### src/rtl/master_port.sv
// Serial bus master: shifts a configuration frame out on control, then streams write words on wD
// or assembles read words from rD, with a ready timeout on reads.
module master_port #(
    parameter int unsigned ADDR_DEPTH = 2000,
    parameter int unsigned SLAVES     = 3,
    parameter int unsigned DATA_WIDTH = 32,
    parameter int unsigned S_ID_WIDTH = $clog2(SLAVES + 1),
    parameter int unsigned ADDR_WIDTH = $clog2(ADDR_DEPTH),
    parameter int unsigned FRAME_LEN  = 3 + S_ID_WIDTH + 2 + ADDR_WIDTH
) (
    input  logic                  clk,
    input  logic                  rst,
    input  logic                  start,
    input  logic [S_ID_WIDTH-1:0] slave_id,
    input  logic                  write,
    input  logic                  burst,
    input  logic [ADDR_WIDTH-1:0] address,
    input  logic [7:0]            burst_len,
    input  logic [DATA_WIDTH-1:0] wdata,
    output logic                  wdata_req,
    output logic [DATA_WIDTH-1:0] rdata,
    output logic                  rdata_valid,
    output logic                  busy,
    output logic                  done,
    output logic                  timeout,
    output logic                  control,
    output logic                  wD,
    output logic                  valid,
    output logic                  last,
    input  logic                  rD,
    input  logic                  ready
);

    localparam int unsigned BitW = $clog2(DATA_WIDTH) + 1;
    localparam int unsigned CfgW = $clog2(FRAME_LEN + 1);

    typedef enum logic [2:0] {StIdle, StCfg, StWaitRdy, StWdata, StRdata, StDone} state_e;

    state_e                state_q, state_d;
    logic [FRAME_LEN-1:0]  frame_q;
    logic [CfgW-1:0]       cfg_cnt_q;
    logic                  write_q;
    logic [8:0]            words_q;
    logic [8:0]            word_cnt_q;
    logic [BitW-1:0]       bit_cnt_q;
    logic [7:0]            wait_cnt_q;
    logic [DATA_WIDTH-1:0] wbuf_q;
    logic [DATA_WIDTH-1:0] rshift_q;
    logic [DATA_WIDTH-1:0] rdata_q;
    logic                  rdata_valid_q;
    logic                  timeout_q;

    logic cfg_last, bit_last, last_word;

    assign cfg_last  = (cfg_cnt_q == CfgW'(FRAME_LEN - 1));
    assign bit_last  = (bit_cnt_q == BitW'(DATA_WIDTH - 1));
    assign last_word = (word_cnt_q == (words_q - 9'd1));

    always_ff @(posedge clk or posedge rst) begin
        if (rst) begin
            state_q <= StIdle;
        end else begin
            state_q <= state_d;
        end
    end

    always_comb begin
        state_d = state_q;
        unique case (state_q)
            StIdle:    if (start) state_d = StCfg;
            StCfg:     if (cfg_last) state_d = write_q ? StWdata : StWaitRdy;
            StWaitRdy: begin
                if (ready) begin
                    state_d = StRdata;
                end else if (wait_cnt_q == 8'hFF) begin
                    state_d = StDone;
                end
            end
            StWdata:   if (bit_last && last_word) state_d = StDone;
            StRdata:   if (ready && bit_last && last_word) state_d = StDone;
            StDone:    state_d = StIdle;
            default:   state_d = StIdle;
        endcase
    end

    always_comb begin
        busy        = (state_q != StIdle);
        done        = (state_q == StDone);
        control     = (state_q == StCfg) && frame_q[FRAME_LEN-1];
        valid       = (state_q == StWdata);
        wD          = (state_q == StWdata) && wbuf_q[DATA_WIDTH-1];
        last        = ((state_q == StWdata) || (state_q == StRdata)) && last_word;
        wdata_req   = (state_q == StWdata) && bit_last && !last_word;
        rdata       = rdata_q;
        rdata_valid = rdata_valid_q;
        timeout     = timeout_q;
    end

    // Datapath: frame/word shifters, counters and read capture.
    always_ff @(posedge clk or posedge rst) begin
        if (rst) begin
            frame_q       <= '0;
            cfg_cnt_q     <= '0;
            write_q       <= 1'b0;
            words_q       <= '0;
            word_cnt_q    <= '0;
            bit_cnt_q     <= '0;
            wait_cnt_q    <= '0;
            wbuf_q        <= '0;
            rshift_q      <= '0;
            rdata_q       <= '0;
            rdata_valid_q <= 1'b0;
            timeout_q     <= 1'b0;
        end else begin
            rdata_valid_q <= 1'b0;
            unique case (state_q)
                StIdle: begin
                    if (start) begin
                        frame_q    <= {3'b111, slave_id, write, burst, address};
                        cfg_cnt_q  <= '0;
                        write_q    <= write;
                        words_q    <= (burst && (burst_len != 8'd0)) ? {1'b0, burst_len} : 9'd1;
                        word_cnt_q <= '0;
                        bit_cnt_q  <= '0;
                        wait_cnt_q <= '0;
                        wbuf_q     <= wdata;
                        timeout_q  <= 1'b0;
                    end
                end
                StCfg: begin
                    frame_q   <= {frame_q[FRAME_LEN-2:0], 1'b0};
                    cfg_cnt_q <= cfg_cnt_q + CfgW'(1);
                end
                StWaitRdy: begin
                    if (!ready) begin
                        wait_cnt_q <= wait_cnt_q + 8'd1;
                        if (wait_cnt_q == 8'hFF) timeout_q <= 1'b1;
                    end
                end
                StWdata: begin
                    if (bit_last) begin
                        // The user answers wdata_req combinationally; take the next word now.
                        bit_cnt_q  <= '0;
                        word_cnt_q <= word_cnt_q + 9'd1;
                        wbuf_q     <= wdata;
                    end else begin
                        bit_cnt_q <= bit_cnt_q + BitW'(1);
                        wbuf_q    <= {wbuf_q[DATA_WIDTH-2:0], 1'b0};
                    end
                end
                StRdata: begin
                    if (ready) begin
                        rshift_q <= {rshift_q[DATA_WIDTH-2:0], rD};
                        if (bit_last) begin
                            rdata_q       <= {rshift_q[DATA_WIDTH-2:0], rD};
                            rdata_valid_q <= 1'b1;
                            bit_cnt_q     <= '0;
                            word_cnt_q    <= word_cnt_q + 9'd1;
                        end else begin
                            bit_cnt_q <= bit_cnt_q + BitW'(1);
                        end
                    end
                end
                default: ;
            endcase
        end
    end

endmodule

### config.mk
export PLATFORM = sky130hd
export DESIGN_NAME = master_port
export DESIGN_NICKNAME = d
export VERILOG_FILES = /design/src/rtl/master_port.sv
export SDC_FILE = /design/constraint.sdc
export NUM_CORES = 1
export LEC_CHECK = 0
export ABC_AREA = 1
export CAP_MARGIN = 10
export CORE_MARGIN = 2
export CORE_UTILIZATION = 45
export DETAILED_ROUTE_END_ITERATION = 12
export PLACE_DENSITY = 0.7
export SLEW_MARGIN = 10
export SYNTH_ARGS = -nofsm -noshare
export SYNTH_HDL_FRONTEND = slang
export SYNTH_SLANG_ARGS = --single-unit
### constraint.sdc
create_clock -name clk -period 6.8 [get_ports clk]
set_clock_uncertainty 0.15 [all_clocks]
set_input_delay 1.02 -clock clk [delete_from_list [all_inputs] [get_ports clk]]
set_output_delay 1.02 -clock clk [all_outputs]
set_load 0.01 [all_outputs]
* After elaboration in Yosys (flattened, before gate mapping)
Cells that the tools add are included.
** Word-level totals
- Bits in registers :: 156
- Latch bits :: 0
- Bits in writable memories :: 0
- ROM bits :: 0
- Memories kept :: 0
** Operators by class
- Add/subtract/negate cells :: 5
- $mul :: 0
- Divide/modulo/power cells :: 0
- $lt $le $gt $ge :: 0
- Equal/unequal tests :: 17
- Shifts and indexed selects :: 0
- Mux-type cells :: 34
- Bitwise gates (word level) :: 0
- Reduce and logical (&&, ||, !) cells :: 27
** Operators with widths (count)
- 32-bit two-way mux :: 2
- 32-bit case mux with 2 select lines :: 1
- 18-bit case mux with 2 select lines :: 1
- 9-bit two-way mux :: 3
- 9-bit case mux with 3 select lines :: 1
- 8-bit two-way mux :: 3
- 18-bit two-way mux :: 1
- 3-bit two-way mux :: 6
- 6-bit two-way mux :: 3
- 6-bit case mux with 3 select lines :: 1
- 8-bit case mux with 2 select lines :: 1
- 3-bit case mux with 5 select lines :: 1
- 2-bit != test, second input constant :: 6
- 5-bit case mux with 2 select lines :: 1
- 9-bit by 1-bit adder with 9-bit output, second input constant :: 1
- 9-bit == test :: 1
- 1-bit logical AND :: 9
- 3-bit AND reduction :: 3
- 9-bit by 1-bit subtractor with 9-bit output, second input constant :: 1
- 8-bit by 1-bit adder with 8-bit output, second input constant :: 1
- 8-bit == test, second input constant :: 1
- 2-bit AND reduction :: 4
- 8-bit nonzero test :: 1
- 1-bit two-way mux :: 7
- 18 further kinds :: 23

* Depth between registers and ports, before layout
Gate-level depths: netlist of run 1.
- Depth after elaboration :: 5
- Depth in mapped cells :: 14
- Gate-level depth less buffers :: 14

* Least setup slack after synthesis of run 1
No wires, ideal clock.
- Path type :: register to output
- Start point :: register words_q[0]
- End point :: output port wdata_req
- Arrival time :: 1.459 ns
- Required time :: 5.630 ns
- Slack :: 4.171 ns
- Cell stages (with the launch flop) :: 10
- Buffers on the path :: 0
- Cell sequence :: dfrtp_1 > inv_1 > ha_1 > nand3_1 > nor2_1 > xor2_1 > nor2_1 > nand2_1 > nand2_1 > nor2_1
** Between the ends
- Word-level cells in the longest chain between the ends :: 4
** RTL lines
- start, declared :: line 43 : logic [8:0] words_q;
- start signal, assigned :: line 122 : words_q <= (burst && (burst_len != 8'd0)) ? {1'b0, burst_len} : 9'd1;
- 9-bit by 1-bit subtractor with 9-bit output :: line 57 : assign last_word = (word_cnt_q == (words_q - 9'd1));
- 9-bit == test :: line 57
- 1-bit logical NOT :: line 93 : wdata_req = (state_q == StWdata) && bit_last && !last_word;
- 1-bit logical AND :: line 93
- end, declared :: line 20 : output logic wdata_req,
Every way passes these cells.

* Worst setup path in the final report of run 1
Same ends and word-level chain as after synthesis.

==> results.json, run 1 <==
{
  "timing.critical_path.from": "words_q[0]$_DFFE_PP0P_",
  "detail-route-antenna-nets": 0,
  "r2r.worst_path.cells": 7,
  "critPathMaxFanout": 5,
  "grt_pass1_wl_um": 24200,
  "clockBufferDepth": 2,
  "wl_um": 14300,
  "final_cell_mix": "dfrtp_1, nand2_1, inv_1",
  "min_path_cells": 2,
  "final_common_cell": "dfrtp_1",
  "synth_warnings": 0,
  "grt_use_met2": 0.278,
  "peakVddDrop_mv": 0.206,
  "worst_pin_slew_ns": 1.11,
  "cts-hold-fix-buffers": 0,
  "insertion_delay_ns": 0.42,
  "r2r_start": "state_q[1]$_DFFE_PP0P_",
  "setup_tns_ns": 0,
  "clock.fmax_mhz": 262,
  "diodes": 0,
  "ios": 101,
  "async_reset_ff_frac": 1.00,
  "routed_via_density": 5.01,
  "post-cts-setup-buffers": 0,
  "relSlewSlack": 0.255,
  "core_mm2": 0.0153,
  "clk_pin_slew_ns": 0.07,
  "grt_pass1_vias": 5137,
  "area_growth_syn_to_layout_pct": 25.0,
  "post-route-min-period_ns": 3.82,
  "num_vias": 5499,
  "final_net_count": 940,
  "grt_usage": 0.181,
  "die_height_um": 129,
  "cp_data_arrival_time_ns": 2.65,
  "drive_above_1_share": 0.0879,
  "timing.final.max_slew_violations": 0,
  "yosysSeqAreaShare": 0.548,
  "hold_class": "register to register",
  "start_kind": "register",
  "cts_tree": "yes",
  "port-buffer-count": 100,
  "place_hpwl_um": 9390,
  "timing.rr.end": "rdata[7]$_DFFE_PP0P_",
  "global_route.usage.met1": 0.248,
  "htree_levels": 4,
  "ys_ff_latch": 155,
  "synth-main-ff-cell": "dfrtp_1",
  "wl_per_cell_um": 13.1,
  "synth_cell_types": 40,
  "synth_area_mm2": 0.00708,
  "synthCells": 786,
  "power.density_mw_per_mm2": 412,
  "endpoint_kind": "output pin",
  "start_util": 0.464,
  "crit_type": "register to output pin",
  "firstDrtPassIters": 5,
  "min_period_over_period": 0.562,
  "first_iter_violations": 290,
  "grt_max_degree": 105,
  "maxCapViolCount": 0,
  "antenna_found_initial": 0,
  "cts_root_buffer": "clkbuf_16",
  "rsz0062_at_grt": "no",
  "cts_resized": 0,
  "placed_cell_area_mm2": 0.00821,
  "setup_violations": 0,
  "hp-start": "rshift_q[0]$_DFFE_PP0P_",
  "place_congestion": 0.834,
  "clkSinkCount": 155,
  "row_count": 45,
  "hold_viol": 0,
  "min_to": "rshift_q[1]$_DFFE_PP0P_",
  "gr-total-overflow": 0,
  "synth_edf_count": 0,
  "avgSynthCellArea_um2": 9.00,
  "stdcell_area_mm2": 0.00884,
  "met3_usage": 0.0483,
  "p_leak_nw": 4.06,
  "crit_required_ns": 5.63,
  "syn-num-nets": 852,
  "drc": 0,
  "dieArea_mm2": 0.0167,
  "r2r_setup_slack_ns": 3.47,
  "status": "finished, final reports clean",
  "cts_made_buffers": 17,
  "die_x_um": 129,
  "grt.busiest_layer": "met2"
}
stage by stage:
step                hold slack (ns)  utilization  std cells  power (mW)  setup WS (ns)
floorplan                     0.303            -        786        2.37           1.45
global placement              0.310        0.538       1066        2.62           2.67
detailed placement            0.320        0.538       1066        2.66           2.57
CTS                           0.335        0.580       1098        3.69           2.99
global route                  0.349        0.580       1098        3.93           2.67
finish                        0.331        0.580       1098        3.64           2.98
Yosys cell counts (5+ instances only):
cell	number	area, um^2
inv_2	13	48.8
buf_2	17	85.1
nor2_1	43	161
clkbuf_1	13	48.8
nor2_4	8	90.1
dfrtp_1	155	3880
a21oi_1	15	75.1
nor2_2	5	31.3
o21ai_0	71	355
nand4_1	7	43.8
xor2_1	5	43.8
o21ai_1	15	75.1
a221oi_1	12	105
nand3_1	59	295
nor3_1	19	95.1
ha_1	6	75.1
o221ai_1	32	280
nand2_2	6	37.5
nand2_1	127	477
inv_1	122	458
area by class of cell:
cell class,instances,area (um^2)
fillers,1327,6420
flip-flops and latches,155,3880
multi-input cells,462,2540
repair buffers,102,1020
inverters,136,518
clock buffers,17,425
well taps,211,264
clock inverters,15,203
routing by layer:
| metal | up-vias | share of wire | routed length [um] |
|---|---|---|---|
| met4 | 0 | 0.016 | 227 |
| met1 | 2584 | 0.48 | 6820 |
| met2 | 122 | 0.45 | 6450 |
| met5 | - | 0 | 0 |
| met3 | 19 | 0.058 | 836 |
| li1 | 2774 | - | - |
worst max-delay path by stage:
| stage | end | depth (start not counted) |
|---|---|---|
| 3_3_place_gp | rdata[25]$_DFFE_PP0P_ | 5 |
| 3_5_place_dp | rdata[3]$_DFFE_PP0P_ | 5 |
| 6_report | wdata_req | 10 |
| 5_1_grt | rdata[31]$_DFFE_PP0P_ | 5 |
| 4_1_cts | wdata_req | 10 |
| 2_1_floorplan | bit_cnt_q[0]$_DFFE_PP0P_ | 1 |
logic make-up (layout without fill, tap and decap cells):
kind of cell,count (synthesis),after routing,share of synthesized area
AOI/OAI and AO/OA,161,161,0.143
xor gates and xnor gates,8,8,0.00990
DFF,155,155,0.548
buffers and inverters,169,270,0.0941
adders and majority gates,6,6,0.0106
and+or+nand+nor,287,287,0.195
report_power, final:
group | switching, mW | total (mW) | internal, mW | leakage, nW
Combinational | 0.779 | 1.23 | 0.454 | 1.81
Clock | 0.407 | 1.00 | 0.593 | 0.311
Sequential | 0.162 | 1.41 | 1.25 | 1.95
critical path, stage by stage, from the launching register on:
cell,delay (ns)
dfrtp_1,0.39
inv_1,0.12
ha_1,0.22
nand3_1,0.14
nor2_1,0.17
xor2_1,0.16
nor2_1,0.09
nand2_1,0.09
nand2_1,0.12
nor2_1,0.16
clkdlybuf4s50_1,0.57
state kept, by name, indices dropped and copies added, names as in the netlist:
name,count
timeout,1
frame_q,18
rshift_q,31
state_q,3
cfg_cnt_q,5
write_q,1
bit_cnt_q,6
rdata_valid,1
wait_cnt_q,8
words_q,8
rdata,32
wbuf_q,32
word_cnt_q,9
No activity file was read; power rests on OpenSTA's default activity.
==> run 2: changes to the inputs <==
- clock period: 6.8 -> 3.7 ns (I/O delays scaled with it)
==> results.json, run 2 (synthesized netlist as in run 1, its figures left out) <==
{
  "p_comb_frac": 0.344,
  "port-buffer-count": 100,
  "crit_required_ns": 2.99,
  "status": "finished, final reports clean",
  "clock.fmax_mhz": 309,
  "switching_share": 0.368,
  "nFillCells": 1314,
  "detail-route-antenna-nets": 0,
  "post-route-min-period_ns": 3.24,
  "cts_made_buffers": 17,
  "grt_usage": 0.190,
  "row_count": 45,
  "final_net_count": 948,
  "first_iter_violations": 269,
  "cts_root_buffer": "clkbuf_16",
  "finalWorstSetupSlack_ns": 0.461,
  "final_common_cell": "dfrtp_1",
  "grt_pass1_wl_um": 25200,
  "pwr-share-clk": 0.270,
  "setup_tns_ns": 0,
  "min_period_over_period": 0.875,
  "cts-hold-fix-buffers": 0,
  "p_leak_nw": 4.10,
  "area_growth_syn_to_layout_pct": 26.3,
  "maxCapViolCount": 0,
  "p_int_mw": 4.24,
  "endpoint_kind": "output pin",
  "drive_above_1_share": 0.0940,
  "crit_chain": "inv_1, ha_1, nand3_1, nor2_1, xor2_1, nor2_1, nand2_1, nand2_1, nor2_1, clkdlybuf4s50_1",
  "grt_use_met2": 0.287,
  "gr-total-overflow": 0,
  "final_cell_mix": "dfrtp_1, nand2_1, inv_1",
  "wl_um": 14700,
  "hold_viol": 0,
  "met3_usage": 0.0524,
  "core_mm2": 0.0153,
  "hold_class": "register to register",
  "timing.final.max_slew_violations": 0,
  "start_util": 0.464,
  "grt_pass1_vias": 5359,
  "grt_max_degree": 64,
  "worst_pin_slew_ns": 0.941,
  "global_route.usage.met1": 0.266,
  "routed_via_density": 5.01,
  "critPathMaxFanout": 5,
  "htree_levels": 4,
  "crit_type": "register to output pin",
  "clk_pin_slew_ns": 0.06,
  "clockBufferDepth": 2,
  "wl_per_cell_um": 13.3,
  "relSlewSlack": 0.372,
  "power.density_mw_per_mm2": 750,
  "antenna_found_initial": 0,
  "dieArea_mm2": 0.0167,
  "place_hpwl_um": 9840,
  "peakVddDrop_mv": 0.378,
  "place_congestion": 0.858,
  "rsz0062_at_grt": "no",
  "pwr-share-seq": 0.386,
  "cts_tree": "yes",
  "cts_resized": 0,
  "crit_path_frequent_cell": "nor2_1",
  "crit_path_top_delay_cell": "clkdlybuf4s50_1",
  "drc": 0,
  "diodes": 0,
  "setup_violations": 0,
  "die_x_um": 129,
  "ios": 101,
  "grt.busiest_layer": "met2",
  "power.switching_mw": 2.47,
  "worst-path-buf-inv": 2,
  "dp_slack_ns": 0.931,
  "max_stage_delay_ns": 0.55,
  "clkSinkCount": 155,
  "post-cts-setup-buffers": 0,
  "cp_data_arrival_time_ns": 2.53,
  "start_kind": "register",
  "insertion_delay_ns": 0.43,
  "firstDrtPassIters": 5,
  "die_height_um": 129,
  "critical-path-top-delay-family": "simple AND/OR/NAND/NOR gates",
  "r2r_setup_slack_ns": 1.22,
  "num_vias": 5535
}
[run 2: cell types whose count changed in the layout (fill, tap and decap cells not counted), sizes merged]
cell      delta
buf          +8
clkbuf       +1
clkinv       -2
clkinvlp     +2
inv          -2
[run 2: routing by layer]
metal  part of all wire  up-vias  wire length [um]
li1                   -     2796                 -
met1               0.49     2592              7230
met2               0.44      136              6510
met3              0.055       11               807
met4              0.011        0               161
met5                  0        -                 0
[run 2: power groups by stage]
stage / combinational, mW / clock (mW) / sequential, mW
CTS: 2.34 / 1.85 / 2.59
global route: 2.65 / 1.92 / 2.66
floorplan: 1.81 / 0 / 2.54
detailed placement: 2.32 / 0 / 2.61
global placement: 2.27 / 0 / 2.60
finish: 2.31 / 1.81 / 2.59
[run 2: worst paths after layout]
path	from	end	cells past startpoint
worst max-delay path	words_q[0]$_DFFE_PP0P_	wdata_req	10
worst min-delay path	rshift_q[1]$_DFFE_PP0P_	rshift_q[2]$_DFFE_PP0P_	2
worst max register to register	bit_cnt_q[0]$_DFFE_PP0P_	wbuf_q[10]$_DFFE_PP0P_	9
worst min register to register	rshift_q[1]$_DFFE_PP0P_	rshift_q[2]$_DFFE_PP0P_	2
max in group asynchronous	rst	wait_cnt_q[5]$_DFFE_PP0P_	3
min in group asynchronous	rst	rdata[2]$_DFFE_PP0P_	2
[run 2: final cells by class]
type                       count  area [um^2]  area share
clock buffer                  18          429      0.0480
clock inverter                13          185      0.0207
inverter                     136          517      0.0578
multi-input combinational    462         2540       0.284
sequential                   155         3880       0.434
tap                          211          264      0.0295
timing repair buffer         110         1130       0.126
[run 2: tightest hold or removal path: cells and delay by family (launching register included)]
kind | cells | cell delay (ns)
AND/OR/NAND/NOR | 1 | 0.05
flip-flops | 1 | 0.34
AO/OA/AOI/OAI | 1 | 0.05
[run 2: per-stage QoR]
step	total power, mW	hold WS, ns	std cells	area [um^2]	utilization
after floorplan	4.35	0.303	786	7080	-
after global placement	4.86	0.307	1074	8320	0.545
after detailed placement	4.93	0.313	1074	8320	0.545
after CTS	6.78	0.331	1105	8940	0.586
after global routing	7.22	0.346	1105	8940	0.586
final	6.71	0.329	1105	8940	0.586
